$ cat config.mk
export PLATFORM = sky130hd
export DESIGN_NAME = cf_i2s_tx
export DESIGN_NICKNAME = d
export VERILOG_FILES = /design/src/rtl/cf_i2s_pkg.sv /design/src/rtl/cf_i2s_tx_fifo.sv /design/src/rtl/cf_i2s_tx.sv
export SDC_FILE = /design/constraint.sdc
export NUM_CORES = 1
export LEC_CHECK = 0
export CELL_PAD_IN_SITES_DETAIL_PLACEMENT = 1
export CELL_PAD_IN_SITES_GLOBAL_PLACEMENT = 2
export CORE_MARGIN = 4
export CORE_UTILIZATION = 45
export DETAILED_ROUTE_END_ITERATION = 8
export GPL_TIMING_DRIVEN = 0
export PLACE_DENSITY_LB_ADDON = 0.1
export SKIP_CTS_REPAIR_TIMING = 1
export SKIP_LAST_GASP = 1
export SLEW_MARGIN = 20
export SYNTH_ARGS = -nofsm -noshare
export SYNTH_HDL_FRONTEND = slang
export SYNTH_SLANG_ARGS = --single-unit
$ cat constraint.sdc
create_clock -name clk -period 10 [get_ports clk]
set_input_delay 1.5 -clock clk [delete_from_list [all_inputs] [get_ports clk]]
set_output_delay 1.5 -clock clk [all_outputs]
set_load 0.005 [all_outputs]
$ cat src/rtl/cf_i2s_pkg.sv
// Shared constants and state encoding for the CF I2S transmit path.
package cf_i2s_pkg;

  localparam int FRAME_BITS = 64;
  localparam int SLOT_BITS  = 32;

  localparam logic [1:0] CH_LEFT   = 2'b01;
  localparam logic [1:0] CH_RIGHT  = 2'b10;
  localparam logic [1:0] CH_STEREO = 2'b11;

  typedef enum logic {
    ST_IDLE = 1'b0,
    ST_RUN  = 1'b1
  } tx_state_e;

endpackage

$ cat src/rtl/cf_i2s_tx_fifo.sv
// Sample FIFO with first-word fall-through read data, level count and flush.
module cf_i2s_tx_fifo #(
  parameter int DW = 32,
  parameter int AW = 4
) (
  input  logic          clk,
  input  logic          rst,
  input  logic          wr,
  input  logic [DW-1:0] wdata,
  input  logic          rd,
  input  logic          flush,
  output logic [DW-1:0] rdata,
  output logic [AW:0]   level,
  output logic          full,
  output logic          empty
);

  localparam logic [AW:0] DEPTH = (AW+1)'(2**AW);

  logic [DW-1:0] mem [2**AW];
  logic [AW-1:0] wr_ptr;
  logic [AW-1:0] rd_ptr;
  logic          do_wr;
  logic          do_rd;

  // Flush dominates; full/empty are the registered-level view of the previous cycle.
  assign do_wr = wr & ~full  & ~flush;
  assign do_rd = rd & ~empty & ~flush;
  assign full  = (level == DEPTH);
  assign empty = (level == '0);
  assign rdata = mem[rd_ptr];

  always_ff @(posedge clk or posedge rst) begin
    if (rst) begin
      wr_ptr <= '0;
      rd_ptr <= '0;
      level  <= '0;
    end else if (flush) begin
      wr_ptr <= '0;
      rd_ptr <= '0;
      level  <= '0;
    end else begin
      if (do_wr) wr_ptr <= wr_ptr + 1'b1;
      if (do_rd) rd_ptr <= rd_ptr + 1'b1;
      case ({do_wr, do_rd})
        2'b10:   level <= level + 1'b1;
        2'b01:   level <= level - 1'b1;
        default: level <= level;
      endcase
    end
  end

  always_ff @(posedge clk) begin
    if (do_wr) mem[wr_ptr] <= wdata;
  end

endmodule

$ cat src/rtl/cf_i2s_tx.sv
// I2S / left-justified transmitter, clock master: generates sck/ws and shifts FIFO samples onto sdo.
module cf_i2s_tx #(
  parameter int DW = 32,
  parameter int AW = 4
) (
  input  logic          clk,
  input  logic          rst,
  input  logic          en,
  input  logic          fifo_wr,
  input  logic [DW-1:0] fifo_wdata,
  input  logic          fifo_flush,
  input  logic [AW:0]   fifo_level_threshold,
  output logic [AW:0]   fifo_level,
  output logic          fifo_full,
  output logic          fifo_empty,
  output logic          fifo_level_below,
  output logic          underrun,
  input  logic [7:0]    sck_prescaler,
  input  logic [5:0]    sample_size,
  input  logic          left_justified,
  input  logic [1:0]    channels,
  output logic          ws,
  output logic          sck,
  output logic          sdo
);
  import cf_i2s_pkg::*;

  localparam int CW = $clog2(FRAME_BITS);

  tx_state_e            state, state_nxt;
  logic [7:0]           pre_cnt;
  logic [CW-1:0]        bit_cnt, bit_nxt, pos;
  logic [SLOT_BITS-1:0] shreg, load_word;
  logic [DW-1:0]        fifo_rdata;
  logic [5:0]           size_sat;
  logic                 tick, start, fall, act, slot_start, ch_en, pop, pop_empty;

  function automatic logic [5:0] sat_size(input logic [5:0] s);
    return (s > 6'd32) ? 6'd32 : s;
  endfunction

  // Move sample bit n-1 to the top so the shift register always emits from bit 31.
  function automatic logic [SLOT_BITS-1:0] align_msb(input logic [SLOT_BITS-1:0] w,
                                                     input logic [5:0] n);
    if (n == 6'd0) return '0;
    return w << (6'd32 - n);
  endfunction

  cf_i2s_tx_fifo #(.DW(DW), .AW(AW)) u_fifo (
    .clk   (clk),
    .rst   (rst),
    .wr    (fifo_wr),
    .wdata (fifo_wdata),
    .rd    (pop),
    .flush (fifo_flush),
    .rdata (fifo_rdata),
    .level (fifo_level),
    .full  (fifo_full),
    .empty (fifo_empty)
  );

  assign fifo_level_below = (fifo_level < fifo_level_threshold);

  always_comb begin
    state_nxt = state;
    case (state)
      ST_IDLE: if (en)  state_nxt = ST_RUN;
      ST_RUN:  if (!en) state_nxt = ST_IDLE;
      default: state_nxt = ST_IDLE;
    endcase
  end

  always_ff @(posedge clk or posedge rst) begin
    if (rst) state <= ST_IDLE;
    else     state <= state_nxt;
  end

  // The start cycle behaves like a fall tick landing on bit_cnt 0.
  assign tick       = (pre_cnt >= sck_prescaler);
  assign start      = (state == ST_IDLE) && en;
  assign fall       = (state == ST_RUN) && en && tick && sck;
  assign act        = start || fall;
  assign bit_nxt    = start ? '0 : bit_cnt + 1'b1;
  assign pos        = left_justified ? bit_nxt : bit_nxt - 1'b1;
  assign slot_start = (pos[CW-2:0] == '0);
  assign ch_en      = pos[CW-1] ? (channels == CH_RIGHT || channels == CH_STEREO)
                                : (channels == CH_LEFT  || channels == CH_STEREO);
  assign pop        = act && ch_en && slot_start;
  assign pop_empty  = pop && (fifo_empty || fifo_flush);
  assign size_sat   = sat_size(sample_size);
  assign load_word  = pop_empty ? '0 : align_msb(fifo_rdata[SLOT_BITS-1:0], size_sat);

  always_ff @(posedge clk or posedge rst) begin
    if (rst) begin
      pre_cnt  <= '0;
      bit_cnt  <= '0;
      sck      <= 1'b0;
      ws       <= 1'b0;
      sdo      <= 1'b0;
      shreg    <= '0;
      underrun <= 1'b0;
    end else begin
      underrun <= pop_empty;
      if ((state == ST_RUN) && !en) begin
        pre_cnt <= '0;
        bit_cnt <= '0;
        sck     <= 1'b0;
        ws      <= 1'b0;
        sdo     <= 1'b0;
        shreg   <= '0;
      end else if (act || (state == ST_RUN)) begin
        if (start) begin
          pre_cnt <= '0;
          sck     <= 1'b0;
        end else begin
          pre_cnt <= tick ? '0 : pre_cnt + 1'b1;
          if (tick) sck <= ~sck;
        end
        if (act) begin
          bit_cnt <= bit_nxt;
          ws      <= bit_nxt[CW-1];
          if (slot_start) begin
            if (pop) {sdo, shreg} <= {load_word, 1'b0};
            else     {sdo, shreg} <= '0;
          end else begin
            sdo   <= shreg[SLOT_BITS-1];
            shreg <= shreg << 1;
          end
        end
      end
    end
  end

endmodule

### Word-level counts from Yosys, hierarchy flattened

Memories as Yosys holds them, arrays and structs flattened.
Cells that the tools add are included.

* $add $sub $neg: 8
* magnitude comparators: 3
* eq/ne operators: 6
* shift operators: 1
* mux-type cells: 41
* bitwise operators: 9
* reductions and logical operators: 25

Operator list (number)
* $mux W32: 8
* $mux W6: 6
* $mux W8: 4
* $shl A32 B6 Y32: 1
* $mux W1: 17
* $mux W4: 4
* $logic_not A5 Y1: 2
* $pmux W5 S2: 1
* $add A4 B1 Y4 const B: 2
* $add A8 B1 Y8 const B: 1
* $ge A8 B8 Y1: 1
* $logic_and A1 B1 Y1: 8
* $reduce_bool A2 Y1: 4
* $add A6 B1 Y6 const B: 1
* $eq A2 B2 Y1 const B: 3
* $gt A6 B6 Y1 const B: 1
* $logic_not A6 Y1: 1
* $reduce_bool A3 Y1: 2
* $sub A6 B1 Y6 const B: 1
* $sub A6 B6 Y6 const A: 1
* $add A5 B1 Y5 const B: 1
* $eq A5 B5 Y1 const B: 1
* $logic_or A1 B1 Y1: 5
* $lt A5 B5 Y1: 1
* other kinds (7): 16

* register bits after elaboration: 64
* memory bits (writable): 512
* bits of input ports: 59
* output and inout port bits: 12
* word-level logic and storage cells: 105
* memories kept: 1

Memory list
* u_fifo.mem: depth 16, bits a word 32, read ports 1, clocked after memory_dff 0, write ports 1, line cf_i2s_tx_fifo.sv:20 `logic [DW-1:0] mem [2**AW];`

### Longest topological paths before layout

* word-level depth: 15
* mapped depth: 16
* mapped depth without buffers: 14

### Modules after synthesis

A second synthesis with hierarchy kept.

* cell total of the unflattened synthesis: 1317
* area, all modules: 24653.6 µm²

By module, submodules not included
* cf_i2s_tx_fifo: instances 1, cells each 832, area each 20238.2 µm², sequential area each 15700.1 µm²
* cf_i2s_tx: instances 1, cells each 485, area each 4415.5 µm², sequential area each 1226.2 µm²

### Worst setup path before layout

No wires, ideal clock.

* path kind: input -> register
* start: input port sample_size[0]
* end: register shreg[27]
* setup time: 0.087 ns
* arrival: 4.944 ns
* required time: 9.913 ns
* path slack: 4.969 ns
* stages on the path: 16
* buffers on the path: 7
* path through: nor2b_1 inv_1 buf_2 buf_1 clkbuf_1 buf_1 ha_1 clkbuf_1 inv_2 clkbuf_1 clkbuf_1 mux2i_1 mux2i_1 a21oi_1 o21ai_0 o211ai_1

* longest elaborated chain between the ends: 11
* elaborated cells on any way between the ends: 13
* those cells by class: add/sub (1); order compare (1); shift (1); mux (9); reduce/logical (1)

RTL lines
* from (decl): line cf_i2s_tx.sv:19 `input logic [5:0] sample_size,`
* $gt A6 B6 Y1: line cf_i2s_tx.sv:39 `return (s > 6'd32) ? 6'd32 : s;`
* $mux W6 *: line cf_i2s_tx.sv:39
* $sub A6 B6 Y6 or $logic_not A6 Y1 (tied branches): line cf_i2s_tx.sv:46, cf_i2s_tx.sv:45
* $shl A32 B6 Y32 or $mux W1 (tied branches): line cf_i2s_tx.sv:46, cf_i2s_tx.sv:45
* $mux W32 *: line cf_i2s_tx.sv:46 `return w << (6'd32 - n);`
* $mux W32 *: line cf_i2s_tx.sv:91 `assign load_word = pop_empty ? '0 : align_msb(fifo_rdata[SLOT_BITS-1:0], size_sat);`
* $mux W32 *: line cf_i2s_tx.sv:123 `if (pop) {sdo, shreg} <= {load_word, 1'b0};`
* $mux W32 *: line cf_i2s_tx.sv:122 `if (slot_start) begin`
* $mux W32 *: line cf_i2s_tx.sv:119 `if (act) begin`
* $mux W32 *: line cf_i2s_tx.sv:111 `end else if (act || (state == ST_RUN)) begin`
* $mux W32 *: line cf_i2s_tx.sv:104 `if ((state == ST_RUN) && !en) begin`
* to (signal assigned): line cf_i2s_tx.sv:123
* to (signal assigned): line cf_i2s_tx.sv:127 `shreg <= shreg << 1;`
* to (decl): line cf_i2s_tx.sv:33 `logic [SLOT_BITS-1:0] shreg, load_word;`

Every way passes the cells marked *; elsewhere a longest branch is shown, timed or not. The select of a mux whose other input is x is not followed.
A chain may end at the register's enable or synchronous reset.

### Worst setup path after layout

* start: input port sample_size[5]
* end: register shreg[25]

The elaborated chain is that of the path after synthesis.

==> out/metrics.yaml <==
layout:
  fillers: 4999
  antenna_cells: 0
  final_util_pct: 54.00
  drive_gt1_share_pct: 19.80
  multi_input_area_mm2: 0.007575
  postLayoutCellArea_mm2: 0.02934
  design.final.nets: 1740
  fin_cells: 2441
  area_growth_pct: 17.75
  seqCellArea_mm2: 0.01693
detailed_routing:
  final_antenna_net_count: 0
  post-route-drc-count: 0
  dr.first_iter.drc_count: 1344
  vias_per_cell: 5.965
  post_drt_wl_per_cell_um: 29.53
  drt_first_pass_iters: 5
  via_count: 14560
  finalWirelength_mm: 72.09
critical_path:
  cp_cell_sequence: "clkdlybuf4s50_1 -> nor2b_1 -> inv_1 -> buf_2 -> buf_1 -> clkbuf_1 -> buf_1 -> ha_1 -> clkbuf_1 -> inv_2 -> clkbuf_1 -> clkbuf_1 -> nor2_1 -> a21oi_1 -> a21oi_1 -> a21oi_1 -> a31oi_1"
  cp-start-kind: "input pin"
  cp.required_ps: 10480
  criticalPathCategory: "in2reg"
  cpPeakStageDelay_ps: 580
  crit_path_max_fanout: 10
  end_kind: "flip-flop"
  crit_top_cell: "clkbuf_1"
  cp_slowest_cell: "clkdlybuf4s50_1"
  cp.arrival_ps: 7140
floorplanning:
  std_cell_rows: 85
  core_mm2: 0.05435
  dieArea_mm2: 0.05921
  dieHeight_um: 243.3
  dieWidth_um: 243.3
  ios: 71
  initial_core_util_pct: 45.85
worst_hold_path:
  worstHoldPathType: "reg2reg"
synthesis:
  synth_top_cell_area_share_pct: 61.70
  synthCells: 1494
  synthFlopType: "edfxtp_1"
  syn-num-nets: 1576
  synth_most_common_cell: "edfxtp_1"
  synthArstFlopShare_pct: 10.80
  synth_area_mm2: 0.02492
  ys_warn_count: 0
  synthTopCellsByCount: "edfxtp_1 (512), mux4_2 (122), mux2i_1 (102)"
  ys_seq_area_share_pct: 67.92
  syn_area_per_cell_um2: 16.68
  synth_edf_count: 512
  synth_area_leaders: "edfxtp_1 (62%), mux4_2 (11%), dfrtp_1 (6.2%), mux2i_1 (4.1%), nor2_1 (1.3%)"
  ys_types: 73
  synth-seq-cells: 574
  synth_top_cell_by_area: "edfxtp_1"
global_routing:
  grt_util_all_layers_pct: 24.51
  grt_pass1_vias: 15440
  antenna_found_initial: 1
  grt-ovfl-total: 0
  grt_pass1_wl_mm: 107.0
  grt_max_degree: 53
placed_design:
  place_area_mm2: 0.02746
  dp_hpwl_mm: 50.31
  io_buffers: 69
  dpl.cell_count: 2336
  dp_slack_ps: 2760
  gp_congestion: 0.8658
sta:
  fin_ws_ps: 3343
  period_minus_slack_ps: 6657
  slew_viol_final: 0
  worst_pin_slew_ps: 1047
  fmax_mhz: 150.2
  setup_viol: 0
  finalHoldViolCount: 0
  fin_crit_sh_pct: 66.57
  finClkSkew_ps: 35.85
  rsz0062_at_grt: "false"
  timing.setup.tns_ps: 0
  fin_hold_ws_ps: 463.8
  maxSlewHeadroom_pct: 29.98
clocking:
  cts_tree: "yes"
  cts_max_level: 2
  path_clk_slew_ps: 60
  cts_made_buffers: 59
  cts.sinks: 574
  root_buffer: "clkbuf_16"
  clock_latency_ps: 630
  clockBufferDepth: 3
pwr:
  vdd_drop_max_uv: 161.4
  total_power_mw: 5.152
  p_leak_nw: 9.645
  cellPowerDensity_mw_per_mm2: 175.6
run:
  maxCapViolCount: 0
status:
  outcome: "completed"
final timing paths:
kind	start	end	slack, ps	cells after the start
setup reg to reg	u_fifo.rd_ptr[3]	shreg[29]	5420	11
setup / recovery	sample_size[5]	shreg[25]	3340	17
max in group asynchronous	rst	shreg[21]	8330	3
hold / removal	shreg[6]	shreg[7]	460	2
min in group asynchronous	rst	pre_cnt[0]	1160	2
hold reg to reg	shreg[6]	shreg[7]	460	2
where the power goes:
group | internal (mW) | switching [mW] | total (mW) | leakage (nW)
Clock | 1.25 | 0.917 | 2.17 | 0.906
Combinational | 0.123 | 0.220 | 0.342 | 3.27
Sequential | 2.63 | 0.0108 | 2.64 | 5.47
Total | 4.00 | 1.15 | 5.15 | 9.65
area by class of cell:
type,instances,area share (%)
multi-input combinational,808,25.81
inverter,29,0.3795
timing repair buffer,103,5.074
clock inverter,34,1.151
buffer,83,1.492
clock buffer,71,5.257
sequential,574,57.68
tap,739,3.151
cell families after synthesis:
logic type	Yosys count	share of synthesized area (%)
AO/OA/AOI/OAI	251	6.788
XOR/XNOR	17	0.5975
AND/OR/NAND/NOR	273	5.317
buffers and inverters	112	2.194
adder cells (fa/ha/maj)	23	1.155
multiplexers	244	16.03
flip-flops	574	67.92
cells in the final DEF, fill, tap and decap left out, types with 10 or more instances in the layout:
master and instances:
clkbuf_16 60, ha_1 23, buf_2 23, buf_16 17, dfrtp_1 62, clkbuf_1 50
edfxtp_1 512, xor2_1 10, buf_12 15, nor2_4 18, mux2i_1 102, mux2_2 20
clkdlybuf4s50_1 69, inv_1 25, nand2_1 82, nand3_1 17, o211ai_1 15, a22oi_1 31
nor2b_1 12, a211oi_1 10, nor3_1 13, o22ai_1 20, nor2_1 69, nand2b_1 12
clkinv_1 11, mux4_2 122, a21oi_1 46, o21ai_0 50
registers in the layout (all words and copies together) (netlist names):
name	count
ws	1
sck	1
u_fifo.rd_ptr	4
u_fifo.mem	512
shreg	31
sdo	1
state	1
pre_cnt	8
u_fifo.level	5
underrun	1
u_fifo.wr_ptr	4
bit_cnt	5
critical path: cells and delay by family:
family | cells | cell delay [ps]
buffers and inverters | 10 | 4220
AO/OA/AOI/OAI | 4 | 820
adder cells (fa/ha/maj) | 1 | 340
AND/OR/NAND/NOR | 2 | 250
per-layer routing:
layer,wire length (um),vias to the layer above,GRT usage (%)
li1,-,6342,-
met1,30520,7716,33.81
met2,35360,398,40.34
met3,4211,102,4.794
met4,1976,2,6.688
met5,13,-,0
(Power assumes the default switching activity.)
